==> src/rtl/inst_fetcher.sv <==
`default_nettype none
// ============================================================================
// Module      : inst_fetcher
// Description : Front-end fetch stage. Owns the fetch PC, issues icache
//               requests, predicts the next PC (JAL, predicted branches) and
//               hands instructions to the decoder through a one-entry
//               valid/ready output register. ROB redirects abort the current
//               fetch; an icache request already in flight is drained first.
//               Optional feature macro: IF_JALR_STALL_EN (halt fetch after a
//               JALR until the ROB redirects).
// Revision    : 1.0 - initial release
// ============================================================================
module inst_fetcher #(
    parameter logic [31:0] RESET_PC = 32'h0000_0000
) (
    input  logic        clk_in,
    input  logic        rst_in,
    input  logic        rdy_in,
    output logic        if_to_ic_req,
    output logic [31:0] if_to_ic_PC,
    input  logic        ic_to_if_hit,
    input  logic [31:0] ic_to_if_inst,
    output logic [31:0] if_to_pr_PC,
    input  logic        pr_to_if_prediction,
    input  logic        dec_to_if_ready,
    output logic        if_to_dec_valid,
    output logic [31:0] if_to_dec_inst,
    output logic [31:0] if_to_dec_PC,
    output logic        if_to_dec_pred_taken,
    input  logic        rob_to_if_flush,
    input  logic [31:0] rob_to_if_target_PC
);

    localparam logic [6:0] c_op_jal    = 7'b1101111;
    localparam logic [6:0] c_op_branch = 7'b1100011;
`ifdef IF_JALR_STALL_EN
    localparam logic [6:0] c_op_jalr   = 7'b1100111;
`endif

    typedef enum logic [1:0] {
        ST_FETCH = 2'd0,
        ST_DRAIN = 2'd1
`ifdef IF_JALR_STALL_EN
        , ST_HALT = 2'd2
`endif
    } state_e;

    state_e      state_q, state_d;
    logic [31:0] pc_q, pc_d;
    // Redirect target held while a stale icache request drains; the PC
    // register keeps the stale address so the icache sees a stable request.
    logic [31:0] redirect_q, redirect_d;
    // Clear for the first cycle after reset so req is low while in reset.
    logic        run_q, run_d;
    logic        out_valid_q, out_valid_d;
    logic [31:0] out_inst_q, out_inst_d;
    logic [31:0] out_pc_q, out_pc_d;
    logic        out_pt_q, out_pt_d;

    logic [31:0] w_j_imm;
    logic [31:0] w_b_imm;
    logic [31:0] w_next_pc;
    logic        w_pred_taken;
    logic        w_req;
    logic        w_xfer;
`ifdef IF_JALR_STALL_EN
    logic        w_is_jalr;
`endif

    assign w_j_imm = {{11{ic_to_if_inst[31]}}, ic_to_if_inst[31], ic_to_if_inst[19:12],
                      ic_to_if_inst[20], ic_to_if_inst[30:21], 1'b0};
    assign w_b_imm = {{19{ic_to_if_inst[31]}}, ic_to_if_inst[31], ic_to_if_inst[7],
                      ic_to_if_inst[30:25], ic_to_if_inst[11:8], 1'b0};
    assign w_xfer  = out_valid_q & dec_to_if_ready;
`ifdef IF_JALR_STALL_EN
    assign w_is_jalr = (ic_to_if_inst[6:0] == c_op_jalr);
`endif

    // Speculative next PC and predicted direction for the returning instruction
    always_comb begin
        w_next_pc    = pc_q + 32'd4;
        w_pred_taken = 1'b0;
        case (ic_to_if_inst[6:0])
            c_op_jal: begin
                w_next_pc    = pc_q + w_j_imm;
                w_pred_taken = 1'b1;
            end
            c_op_branch: begin
                w_pred_taken = pr_to_if_prediction;
                if (pr_to_if_prediction) begin
                    w_next_pc = pc_q + w_b_imm;
                end
            end
            default: begin
                // JALR and non-control instructions fall through sequentially
            end
        endcase
    end

    // Icache request: held while a request is owed, withheld on output back-pressure
    always_comb begin
        w_req = 1'b0;
        case (state_q)
            ST_FETCH: w_req = run_q & ~(out_valid_q & ~dec_to_if_ready);
            ST_DRAIN: w_req = 1'b1;
            default:  w_req = 1'b0;
        endcase
    end

    // Next-state, PC and output-register update; everything frozen while rdy_in is low
    always_comb begin
        state_d     = state_q;
        pc_d        = pc_q;
        redirect_d  = redirect_q;
        run_d       = run_q;
        out_valid_d = out_valid_q;
        out_inst_d  = out_inst_q;
        out_pc_d    = out_pc_q;
        out_pt_d    = out_pt_q;

        if (rdy_in) begin
            run_d = 1'b1;
            if (w_xfer) begin
                out_valid_d = 1'b0;
            end

            case (state_q)
                ST_FETCH: begin
                    if (rob_to_if_flush) begin
                        out_valid_d = 1'b0;
                        if (w_req && !ic_to_if_hit) begin
                            // Request in flight: keep presenting it until answered
                            state_d    = ST_DRAIN;
                            redirect_d = rob_to_if_target_PC;
                        end else begin
                            pc_d = rob_to_if_target_PC;
                        end
                    end else if (ic_to_if_hit) begin
                        out_valid_d = 1'b1;
                        out_inst_d  = ic_to_if_inst;
                        out_pc_d    = pc_q;
                        out_pt_d    = w_pred_taken;
`ifdef IF_JALR_STALL_EN
                        if (w_is_jalr) begin
                            state_d = ST_HALT;
                        end else begin
                            pc_d = w_next_pc;
                        end
`else
                        pc_d = w_next_pc;
`endif
                    end
                end

                ST_DRAIN: begin
                    if (rob_to_if_flush) begin
                        out_valid_d = 1'b0;
                        redirect_d  = rob_to_if_target_PC;
                    end
                    if (ic_to_if_hit) begin
                        // Stale response is dropped; resume at the newest target
                        state_d = ST_FETCH;
                        pc_d    = rob_to_if_flush ? rob_to_if_target_PC : redirect_q;
                    end
                end

`ifdef IF_JALR_STALL_EN
                ST_HALT: begin
                    if (rob_to_if_flush) begin
                        out_valid_d = 1'b0;
                        pc_d        = rob_to_if_target_PC;
                        state_d     = ST_FETCH;
                    end
                end
`endif

                default: begin
                    state_d = ST_FETCH;
                end
            endcase
        end
    end

    // State and datapath registers with asynchronous active-low reset
    always_ff @(posedge clk_in or negedge rst_in) begin
        if (!rst_in) begin
            state_q     <= ST_FETCH;
            pc_q        <= RESET_PC;
            redirect_q  <= RESET_PC;
            run_q       <= 1'b0;
            out_valid_q <= 1'b0;
            out_inst_q  <= 32'd0;
            out_pc_q    <= 32'd0;
            out_pt_q    <= 1'b0;
        end else begin
            state_q     <= state_d;
            pc_q        <= pc_d;
            redirect_q  <= redirect_d;
            run_q       <= run_d;
            out_valid_q <= out_valid_d;
            out_inst_q  <= out_inst_d;
            out_pc_q    <= out_pc_d;
            out_pt_q    <= out_pt_d;
        end
    end

    assign if_to_ic_req         = w_req;
    assign if_to_ic_PC          = pc_q;
    assign if_to_pr_PC          = pc_q;
    assign if_to_dec_valid      = out_valid_q;
    assign if_to_dec_inst       = out_inst_q;
    assign if_to_dec_PC         = out_pc_q;
    assign if_to_dec_pred_taken = out_pt_q;

endmodule
`default_nettype wire
==> config.mk <==
export PLATFORM = sky130hd
export DESIGN_NAME = inst_fetcher
export DESIGN_NICKNAME = d
export VERILOG_FILES = /design/src/rtl/inst_fetcher.sv
export SDC_FILE = /design/constraint.sdc
export NUM_CORES = 1
export LEC_CHECK = 0
export CORE_UTILIZATION = 48
export CTS_BUF_LIST = sky130_fd_sc_hd__clkbuf_4 sky130_fd_sc_hd__clkbuf_8 sky130_fd_sc_hd__clkbuf_16
export CTS_CLUSTER_DIAMETER = 30
export DETAILED_ROUTE_END_ITERATION = 6
export GPL_ROUTABILITY_DRIVEN = 1
export PLACE_DENSITY_LB_ADDON = 0.15
export SLEW_MARGIN = 20
export SYNTH_ARGS = -nofsm -noshare
export SYNTH_HDL_FRONTEND = slang
export SYNTH_SLANG_ARGS = --single-unit
==> constraint.sdc <==
create_clock -name clk_in -period 2.6 [get_ports clk_in]
set_input_delay 0.26 -clock clk_in [delete_from_list [all_inputs] [get_ports clk_in]]
set_output_delay 0.26 -clock clk_in [all_outputs]
set_load 0.01 [all_outputs]
==> results by stage <==
Status:
- The flow ran to the end, but the final reports show violations.
- The final reports fail on setup timing.

Floorplanning:
- The die outline area is 0.0210 mm2.
- The number of rows created at floorplan is 51.
- Once the floorplan was initialized, standard cells occupied 49.7% of the core.
- The width of the die is 145 um.
- The boundary pin count is 202.
- The core region is 0.0197 mm2.
- From bottom edge to top edge, the die measures 145 um.

Finish:
- The fraction of final layout cells with drive strength greater than 1 is 27.5%.
- The diode insertion count for antenna repair is 0.
- After the last flow step, the layout net total stands at 1704.
- The finished layout holds 1863 standard cells, fillers aside.
- The area added between synthesis and finish is 52.5%.

Critical path:
- The internal reg-to-reg setup slack is -0.11 ns.
- The worst setup path is captured at a register.
- Among cell families on the critical path, the largest total delay comes from compound AO/OA/AOI/OAI gates.
- The cell at the slowest stage of the critical path is dfrtp_2.
- The delay of the slowest cell on the worst path is 0.47 ns.
- The biggest fanout along the worst timing path is 5.
- The data arrival at the endpoint of the critical path is 3.01 ns.
- The critical path starts at if_to_ic_PC[1]$_DFFE_PN0P_.
- The count of buffering cells on the critical path with inverters included is 1.
- The number of cells on the worst reg-to-reg path is 11.
- The destination of the critical timing path is if_to_ic_PC[31]$_DFFE_PN0P_.
- The worst setup path category is reg -> reg.
- The signal on the critical path passes through ha_4 > fa_2 > a21oi_2 > o211ai_1 > buf_4 > o2111a_2 > o2111ai_4 > and2_4 > o221ai_2 > o21ai_1 > o211ai_1.
- STA classifies the critical path startpoint as a register.
- The required time of the critical path is 2.90 ns.
- The startpoint identified for the worst register-to-register timing path is if_to_ic_PC[1]$_DFFE_PN0P_.
- In this design, the critical path's most frequently occurring cell is o211ai_1.
- The endpoint identified for the worst register-to-register timing path is if_to_ic_PC[31]$_DFFE_PN0P_.
- The cell depth of the worst setup path is 11.

Synth:
- Sequential elements use 33.7% of the synthesized area.
- After technology mapping, the gate count stands at 1207.
- After synthesis the cells add up to 0.00981 mm2.
- The most used flip-flop cell after synthesis is dfrtp_1.
- In this run the mean area of a mapped cell was 8.13 um2.
- The proportion of synthesized flip-flops having asynchronous set or reset is 100%.
- The number of warning messages in the yosys log is 0.
- Counting flops and latches in the post-synthesis netlist gives 132.
- The net count of the mapped netlist is 1324.
- The most frequently used cell type in the post-synthesis netlist is nand2_1.
- The share of the synthesized area in the top cell type is 33.7%.
- Counting instances in the post-synthesis netlist gives the leading cell types as 271 x nand2_1, 132 x dfrtp_1, 74 x a21oi_1, 66 x nor2_1, 60 x o21ai_0.
- Ranked by total cell area, the synthesized netlist is headed by dfrtp_1 34%, nand2_1 10%, ha_1 5.6%.
- The largest total area in the synthesized netlist belongs to dfrtp_1.
- The count of cell types in the netlist is 79.
- The count of flip-flops with a built-in enable after synthesis is 0.

Timing:
- After layout, the minimum clock period comes to 2.71 ns.
- The final count of pins violating max slew is 0.
- At the pin with the least slew margin, the transition time is 0.598 ns.
- Setup slack on the critical path of the routed design comes to -0.111 ns.
- The fraction of the cycle the final worst path needs is 104%.
- Measured against its own limit, the worst slew margin works out to 60.1%.
- Setup repair after global routing could not meet its margin everywhere.
- Setup violations remaining at the end of the flow were counted as 13.
- Static timing analysis puts the maximum clock frequency at 369 MHz.
- The worst clock skew is 0.0121 ns.
- The number of hold violations in the final report is 0.

GRT:
- The pin count of the biggest net entering global routing is 58.
- The number of global-route vias before repair is 10400.
- The number of antenna violations at the first check in global routing was 1.
- Global routing used 35.8% of the available tracks.
- After global routing the overflow that remains totals 0.
- The wire length of the first global-routing pass is 58.9 mm.

Hold path:
- The worst min-delay path class is in -> async.

Power:
- Per report_power, the combinational group accounts for 52.8% of the total.
- The worst vdd rail ir drop is 0.543 mV.
- The leakage power of the design is 6.59 nW.
- The sequential cell fraction of total power is 25.8%.
- The switching power share of the total is 38.8%.
- The relative contribution of the clock network to total power is 21.4%.
- The total net switching power is 0.00440 W.
- The total power divided by cell area is 757 mW/mm2.
- The total internal power is 0.00693 W.

Clock tree:
- After clock tree synthesis, the clock-pin slew on the worst setup and hold paths is 0.07 ns.
- The clock net in this run drives a total of 132 sinks.
- The clock passes through at most 2 buffers.
- The CTS tree is done.
- The root cell of the clock tree is clkbuf_16.
- CTS built an H-tree with a depth of 4.
- The clock latency on the worst-skew pair is 0.43 ns.
- The number of buffers added by the clock tree synthesis step is 17.

Drt:
- The count of vias placed by the detailed router is 11200.
- The number of DRC violations after detailed routing is 0.
- In this run the remaining antenna-violating nets after routing total 0.
- Before antenna repair, the detailed router went through 5 iterations.
- In the routed layout, each cell is associated on average with a via count of 6.04.
- The total wire length is 38.7 mm.
- In the final routed layout, each cell accounts on average for 20.8 um.
- The number of violations reported at the end of detailed-routing iteration 0 is 1149.

Placement:
- The routability congestion estimate is 1.00.
- The pre-CTS setup slack is -0.524 ns.
- Port buffering added 201 buffers.
- Once placement completed, the tool counted placed cells totaling 1816.
- The half-perimeter wire length after detailed placement is 28.4 mm.

Flow run:
- The max capacitance violation total is 0.
power by group through the flow:
stage / sequential, W / combinational (W) / clock (W)
detailed placement: 0.00291 / 0.00533 / 0
CTS: 0.00289 / 0.00551 / 0.00244
global placement: 0.00289 / 0.00527 / 0
finish: 0.00292 / 0.00598 / 0.00242
floorplan: 0.00307 / 0.00241 / 0
global route: 0.00297 / 0.00637 / 0.00252
area by class of cell:
cell class	count	area [um2]
clock inverters	13	136
flip-flops and latches	132	3320
inverters	19	71.3
fillers	1430	4760
clock buffers	17	425
repair buffers	467	4150
well taps	265	332
multi-input cells	950	6520
registers in the layout (all words and copies together) (netlist names):
| name | cells |
|---|---|
| if_to_ic_PC | 32 |
| run_q | 1 |
| if_to_dec_pred_taken | 1 |
| if_to_dec_valid | 1 |
| redirect_q | 32 |
| state_q | 1 |
| if_to_dec_PC | 32 |
| if_to_dec_inst | 32 |
kinds of logic (layout without fill, tap and decap cells):
family | count (synthesis) | count (layout) | share of synthesized area, %
compound gates | 327 | 327 | 23.1
flops | 132 | 132 | 33.7
simple gates | 489 | 489 | 22.3
buf+inv | 125 | 516 | 6.16
xor+xnor | 51 | 51 | 4.55
mux | 37 | 37 | 4.16
fa+ha+maj | 46 | 46 | 6.02
layout by cell type, fill, tap and decap left out, types with 10 or more instances in the layout:
master and n:
nand2_1 268, buf_4 251, clkdlybuf4s50_1 199, dfrtp_1 122
a21oi_1 67, nor2_1 64, o21ai_0 48, nand3_1 32
mux2_2 30, ha_1 30, xnor2_1 29, nor3_1 23
a21o_1 19, inv_1 18, o22ai_1 18, a221oi_1 18
xor2_1 18, clkbuf_16 18, nand4_1 15, ha_4 14
and3_1 10, a31oi_1 10, dfrtp_2 10
per-layer routing:
metal  global-route usage (%)  vias to the layer above  routed length [um]
met5                        0                        -                   0
met4                     12.8                        0                1210
met3                     10.0                       92                4180
met2                     51.5                      683               16500
met1                     51.0                     5356               16800
li1                         -                     5113                   -
worst min-delay path by stage:
stage,startpoint,endpoint,slack (ns),depth (start not counted)
finish,rst_in,if_to_ic_PC[26]$_DFFE_PN0P_,0.36,2
global route,ic_to_if_inst[14],if_to_dec_inst[14]$_DFFE_PN0P_,0.42,3
CTS,rst_in,if_to_ic_PC[26]$_DFFE_PN0P_,0.39,2
detailed placement,rst_in,if_to_ic_PC[26]$_DFFE_PN0P_,0.27,1
global placement,rst_in,if_to_ic_PC[26]$_DFFE_PN0P_,0.26,1
floorplan,rst_in,if_to_dec_PC[0]$_DFFE_PN0P_,-0.04,0
through the flow:
| stage | total power (W) | setup TNS (ns) | util, % | hold WS (ns) | instance area (um2) |
|---|---|---|---|---|---|
| finish | 0.0113 | -0.738 | 75.8 | 0.355 | 15000 |
| CTS | 0.0108 | -0.203 | 73.2 | 0.391 | 14400 |
| global route | 0.0119 | -2.21 | 75.8 | 0.421 | 15000 |
| global placement | 0.00817 | -9.64 | 69.1 | 0.260 | 13600 |
| detailed placement | 0.00824 | -10.03 | 69.1 | 0.268 | 13600 |
| floorplan | 0.00549 | 0 | - | -0.0356 | 9820 |
timing repair:
| action | CTS | global route |
|---|---|---|
| cloned | 0 | 1 |
| gates resized for setup | 43 | 81 |
| pin swaps | 32 | 54 |
| setup endpoints to repair | 23 | 25 |
| hold buffers | 1 | 0 |
| buffers inserted | 4 | 11 |
| endpoints found under the hold margin | 55 | 0 |
(Power assumes the default switching activity.)
